File: src/rtl/hazard_scoreboard.sv
// ID-stage hazard scoreboard: tracks in-flight writers per stage and resolves
// each ID operand to a stall, a forward from the youngest producer, or the register file.
module hazard_scoreboard #(
    parameter int NSRC     = 2,
    parameter int DEPTH    = 3,
    parameter int REGW     = 5,
    parameter int ALU_RDY  = 1,
    parameter int LOAD_RDY = 2,
    localparam int SELW    = $clog2(DEPTH + 1)
) (
    input  logic                   clk,
    input  logic                   rst,
    input  logic                   id_valid,
    input  logic [NSRC*REGW-1:0]   id_rs,
    input  logic [NSRC-1:0]        id_rs_used,
    input  logic [REGW-1:0]        id_rd,
    input  logic                   id_we,
    input  logic                   id_is_load,
    input  logic                   flush,
    output logic                   stall,
    output logic [NSRC*SELW-1:0]   fwd_sel,
    output logic [31:0]            stall_cnt,
    output logic [31:0]            fwd_cnt
);

    logic [DEPTH:1]  e_valid;
    logic [DEPTH:1]  e_we;
    logic [DEPTH:1]  e_load;
    logic [REGW-1:0] e_rd [1:DEPTH];

    logic [31:0]     fwd_num;
    logic            blocked;
    logic [32:0]     stall_sum;
    logic [32:0]     fwd_sum;

    // Walk stages oldest-first so the youngest matching producer wins.
    always_comb begin
        logic            hit;
        logic            hit_rdy;
        logic [SELW-1:0] hit_k;
        blocked = 1'b0;
        fwd_sel = '0;
        fwd_num = '0;
        for (int i = 0; i < NSRC; i++) begin
            hit     = 1'b0;
            hit_rdy = 1'b0;
            hit_k   = '0;
            for (int k = DEPTH; k >= 1; k--) begin
                if (e_valid[k] && e_we[k] && id_rs_used[i] &&
                    e_rd[k] == id_rs[i*REGW +: REGW] && e_rd[k] != '0) begin
                    hit     = 1'b1;
                    hit_k   = SELW'(k);
                    hit_rdy = e_load[k] ? (k >= LOAD_RDY) : (k >= ALU_RDY);
                end
            end
            if (hit && !hit_rdy)
                blocked = 1'b1;
            if (hit && hit_rdy) begin
                fwd_sel[i*SELW +: SELW] = hit_k;
                fwd_num                 = fwd_num + 32'd1;
            end
        end
        stall = id_valid && !flush && blocked;
    end

    assign stall_sum = {1'b0, stall_cnt} + 33'(stall);
    assign fwd_sum   = {1'b0, fwd_cnt} +
                       ((id_valid && !flush && !stall) ? {1'b0, fwd_num} : 33'd0);

    always_ff @(posedge clk) begin
        if (rst) begin
            e_valid   <= '0;
            e_we      <= '0;
            e_load    <= '0;
            for (int k = 1; k <= DEPTH; k++)
                e_rd[k] <= '0;
            stall_cnt <= '0;
            fwd_cnt   <= '0;
        end else begin
            e_valid[1] <= id_valid && !stall && !flush;
            e_we[1]    <= id_we;
            e_load[1]  <= id_is_load;
            e_rd[1]    <= id_rd;
            for (int k = 2; k <= DEPTH; k++) begin
                e_valid[k] <= e_valid[k-1];
                e_we[k]    <= e_we[k-1];
                e_load[k]  <= e_load[k-1];
                e_rd[k]    <= e_rd[k-1];
            end
            stall_cnt <= stall_sum[32] ? 32'hFFFF_FFFF : stall_sum[31:0];
            fwd_cnt   <= fwd_sum[32]   ? 32'hFFFF_FFFF : fwd_sum[31:0];
        end
    end

endmodule
File: config.mk
export PLATFORM = sky130hd
export DESIGN_NAME = hazard_scoreboard
export DESIGN_NICKNAME = d
export VERILOG_FILES = /design/src/rtl/hazard_scoreboard.sv
export SDC_FILE = /design/constraint.sdc
export NUM_CORES = 1
export LEC_CHECK = 0
export CORE_AREA = 2 2 93 95
export CTS_BUF_LIST = sky130_fd_sc_hd__clkbuf_2 sky130_fd_sc_hd__clkbuf_4 sky130_fd_sc_hd__clkbuf_8
export CTS_CLUSTER_SIZE = 10
export DETAILED_ROUTE_END_ITERATION = 8
export DIE_AREA = 0 0 95 97
export GPL_ROUTABILITY_DRIVEN = 0
export PLACE_DENSITY = 0.81
export SYNTH_ARGS = -nofsm -noshare
export SYNTH_HDL_FRONTEND = slang
export SYNTH_SLANG_ARGS = --single-unit
File: constraint.sdc
create_clock -name clk -period 3.9 [get_ports clk]
set_clock_uncertainty 0.05 [all_clocks]
set_input_delay 0.39 -clock clk [delete_from_list [all_inputs] [get_ports clk]]
set_output_delay 0.39 -clock clk [all_outputs]
set_load 0.05 [all_outputs]
After elaboration in Yosys (flattened, before gate mapping)
Memories as Yosys holds them, arrays and structs flattened.
Cells that the tools add are included.
- $add $sub $neg: 3
- equal/unequal tests: 6
- bitwise operators: 3
- reductions and logical operators: 37
- muxes and demuxes: 30
- operator list (cell ; count):
    $mux 32 ; 4
    $add 32x1->33 ; 1
    $add 32x32->33 ; 1
    $add 32x1->32 const B ; 1
    $eq 5x5->1 ; 6
    $logic_and 1x1->1 ; 30
    $mux 2 ; 8
    $mux 1 ; 15
    $mux 5 ; 3
    $reduce_bool 5->1 ; 3
    $logic_not 1->1 ; 4
    $or 1x1->1 ; 3
- output and inout bits: 69
- RAM bits: 15
- memories kept: 1
- logic and storage cells: 85
- bits in registers: 71
- bits of input ports: 23
- memory list (name ; words ; width ; rd ports ; clocked after memory_dff ; write ports ; RTL line ; source):
    e_rd ; 3 ; 5 ; 3 ; 0 ; 3 ; 29 ; logic [REGW-1:0] e_rd [1:DEPTH];

Longest topological paths before layout
- word-level depth: 17
- depth in mapped cells: 17
- gate-level depth less buffers: 15

Worst setup path before layout
OpenSTA, ideal clock, no wires.
- path kind: input port to flip-flop
- from: input id_rs[0]
- to: register stall_cnt[13]
- setup slack: 0.132 ns
- stages: 14
- arrival time: 3.648 ns
- library setup time: 0.070 ns
- required time: 3.780 ns
- buffers on the path: 2
- cells stage by stage: xnor2_1 nand4_1 nor4_1 o21a_1 and2_1 ha_1 ha_1 nand3_1 nor4_4 nor2b_2 buf_6 nand4_4 buf_6 a21oi_4
- longest elaborated chain between the ends: 13
- elaborated cells between the ends (all ways): 20
- classes of those cells: add/sub: 1; eq/ne: 3; mux: 7; reduce/logical: 9
- RTL lines (item ; RTL line ; source):
    from (decl) ; 14 ; input logic [NSRC*REGW-1:0] id_rs,
    $eq 5x5->1 ; 50 ; e_rd[k] == id_rs[i*REGW +: REGW] && e_rd[k] != '0) begin
    $logic_and 1x1->1 ; 49 ; if (e_valid[k] && e_we[k] && id_rs_used[i] &&
    $logic_and 1x1->1 ; 50 ;
    $mux 1 (3 in a row) ; 49 ;
    $logic_not 1->1 ; 56 ; if (hit && !hit_rdy)
    $logic_and 1x1->1 * ; 56 ;
    $mux 1 * (2 in a row) ; 56 ;
    $logic_and 1x1->1 * ; 63 ; stall = id_valid && !flush && blocked;
    named net stall ; 20 ; output logic stall,
    $add 32x1->33 * ; 66 ; assign stall_sum = {1'b0, stall_cnt} + 33'(stall);
    $mux 32 * ; 90 ; stall_cnt <= stall_sum[32] ? 32'hFFFF_FFFF : stall_sum[31:0];
    to (signal assigned) ; 90 ;
    to (decl) ; 22 ; output logic [31:0] stall_cnt,
The timed path passes the listed nets; every way through them passes the cells marked *.
A chain may end at the register's enable or synchronous reset.

==> results.py <==
metrics = {
    "global_route": {
        "grt_pass1_wl_um": 17200,
        "track_usage_pct": 23.3,
        "antenna_found_initial": 0,
        "grt.overflow.total": 0,
        "grt_max_degree": 36,
        "first_global_vias": 3577,
    },
    "detailed_routing": {
        "via_per_inst": 5.57,
        "drt-total-wl_um": 10400,
        "via_count": 3761,
        "drc": 0,
        "ant_nets": 0,
        "wl_per_cell_um": 15.4,
        "firstDrtPassIters": 4,
        "first_iter_violations": 137,
    },
    "finish": {
        "n_antenna_cell": 0,
        "finalInstanceArea_mm2": 0.00562,
        "final_layout_size_suffix_gt1_share_pct": 14.4,
        "final_cell_mix": "clkdlybuf4s50_1, dfxtp_1, xnor2_1",
        "area_delta_synth_final_pct": 33.7,
        "final_common_cell": "clkdlybuf4s50_1",
        "nNetsFinal": 595,
    },
    "cts": {
        "ctsHoldBuffers": 0,
        "postCtsSetupRepairBufs": 0,
        "insertion_delay_ps": 350,
        "clock-root-buffer": "clkbuf_8",
        "cts_made_buffers": 9,
        "htree_levels": 3,
        "clockBufferDepth": 2,
        "cts.clk_slew.worst_paths_ps": 90,
        "cts_tree": "done",
        "cts_sinks": 86,
    },
    "timing": {
        "fin_crit_sh_pct": 97.0,
        "slew_violations": 0,
        "period_minus_slack_ps": 3780,
        "worst_slack_ps": 119,
        "worst_pin_slew_ps": 724,
        "max_freq_mhz": 264,
        "hold_ws_ps": 448,
        "setup_viol": 0,
        "finalHoldViolCount": 0,
        "final.setup.tns_ps": 0,
        "max_slew_margin_pct": 51.8,
    },
    "setup_path": {
        "start_kind": "flop",
        "crit_path_max_incr_delay_ps": 550,
        "worstSetupEndpointType": "flop",
        "crit_chain": "or4_1, o211a_1, a41oi_2, mux2i_1, ha_1, nand2_1, nor2_1, ha_2, fa_2, and4_4, nand3_2, buf_6, nor4_2, and4b_1, nor3_1",
        "crit_fanout": 5,
        "crit_type": "flop to flop",
        "cp.arrival_ps": 3950,
        "crit_path_top_delay_cell": "or4_1",
        "crit_required_ps": 4060,
    },
    "place": {
        "dp_slack_ps": -158,
        "port_buffers": 91,
        "dp_hpwl_um": 7500,
        "placed_cell_area_mm2": 0.00532,
    },
    "run": {
        "cap_violations": 0,
    },
    "die": {
        "ios": 92,
        "rows": 33,
        "start_util_pct": 51.7,
        "die_area_mm2": 0.00922,
        "coreArea_mm2": 0.00813,
        "die_w_um": 95,
        "die_y_um": 97,
    },
    "pwr": {
        "p_per_area_mw_per_mm2": 293,
        "finalPower_mw": 1.65,
        "p_leak_nw": 1.94,
        "ir_drop_v": 0.000164,
    },
    "yosys": {
        "ys_seq_area_share_pct": 41.0,
        "ys_ff_latch": 86,
        "post_synth_num_cell_types": 50,
        "yosysWarningCount": 0,
        "synthFlopType": "dfxtp_1",
        "synth_edf_count": 0,
        "synthesis.nets": 489,
        "synth_cells": 460,
        "synthesis.area_mm2": 0.00420,
        "ys_async_sr_fraction_pct": 0,
        "avgSynthCellArea_um2": 9.14,
    },
    "status": {
        "status": "finished, final reports clean",
    },
    "hold_path": {
        "hold_path_class": "flop to flop",
    },
}
[cells in the mapped netlist (4+ instances only)]
library cell	n	area, um^2
nand3_1	22	110
a21oi_2	9	78.8
nor2_1	21	78.8
xnor2_1	52	455
dfxtp_1	86	1720
nor2b_1	24	150
or2_2	4	25.0
or4_1	4	30.0
ha_1	5	62.6
a31oi_1	5	31.3
xor2_1	23	201
inv_1	9	33.8
nand2_1	25	93.8
and3_1	9	56.3
nor3_1	15	75.1
a21oi_1	47	235
nand4_1	18	113
nor4_1	14	87.6
and4_1	6	52.6
mux2i_1	5	50.1
clkbuf_1	13	48.8
[repair_timing]
action | in CTS | in global routing
resized for setup | 0 | 19
setup endpoints to repair | 0 | 33
endpoints found under the hold margin | 0 | 0
[worst max-delay path, delay by kind of cell, from the launching register on]
family | cells | cell delay (ps)
flops | 1 | 360
fa+ha+maj | 3 | 690
mux | 1 | 110
compound gates | 2 | 510
simple gates | 8 | 1770
buf+inv | 1 | 180
[power by group]
group | switching, mW | internal [mW]
sequential | 0.0112 | 0.886
combinational | 0.0443 | 0.0454
clock | 0.298 | 0.361
[final cells by class]
class,instances,area (um^2)
Clock buffer,10,131
Multi-Input combinational cell,346,2440
Timing Repair Buffer,114,1080
Fill cell,624,2510
Tap cell,105,131
Inverter,9,33.8
Sequential cell,86,1720
Clock inverter,5,75.1
[stage by stage]
stage	instances	utilization (%)
floorplan	460	-
global placement	660	65.4
detailed placement	660	65.4
CTS	675	67.9
global route	675	69.1
finish	675	69.1
[worst paths after layout]
kind | startpoint | endpoint | slack, ps | depth (start not counted)
min reg2reg | e_valid[1] | e_valid[2] | 450 | 1
min | e_valid[1] | e_valid[2] | 450 | 1
max | e_rd[0][11] | fwd_cnt[30] | 120 | 15
max reg2reg | e_rd[0][11] | fwd_cnt[30] | 120 | 15
[flip-flops by register name, indices dropped and copies added, names as in the netlist]
register	flops
e_we	3
e_rd	15
e_load	1
fwd_cnt	32
e_valid	3
stall_cnt	32
[routing by layer]
layer | part of all wire [%] | global-route usage, % | wire (um) | vias up
li1 | - | - | - | 1845
met1 | 45 | 31.0 | 4620 | 1798
met2 | 48 | 37.3 | 5000 | 105
met3 | 6.0 | 4.75 | 624 | 13
met4 | 1.1 | 8.03 | 116 | 0
met5 | 0 | 0 | 0 | -
[cells by family after synthesis]
family | Yosys count | share of synthesized area (%)
DFF | 86 | 41.0
adders and majority gates | 6 | 1.96
muxes | 5 | 1.19
xor gates and xnor gates | 75 | 15.6
AOI/OAI and AO/OA | 77 | 11.4
and+or+nand+nor | 183 | 25.8
buffers and inverters | 28 | 3.07
(Power assumes the default switching activity.)
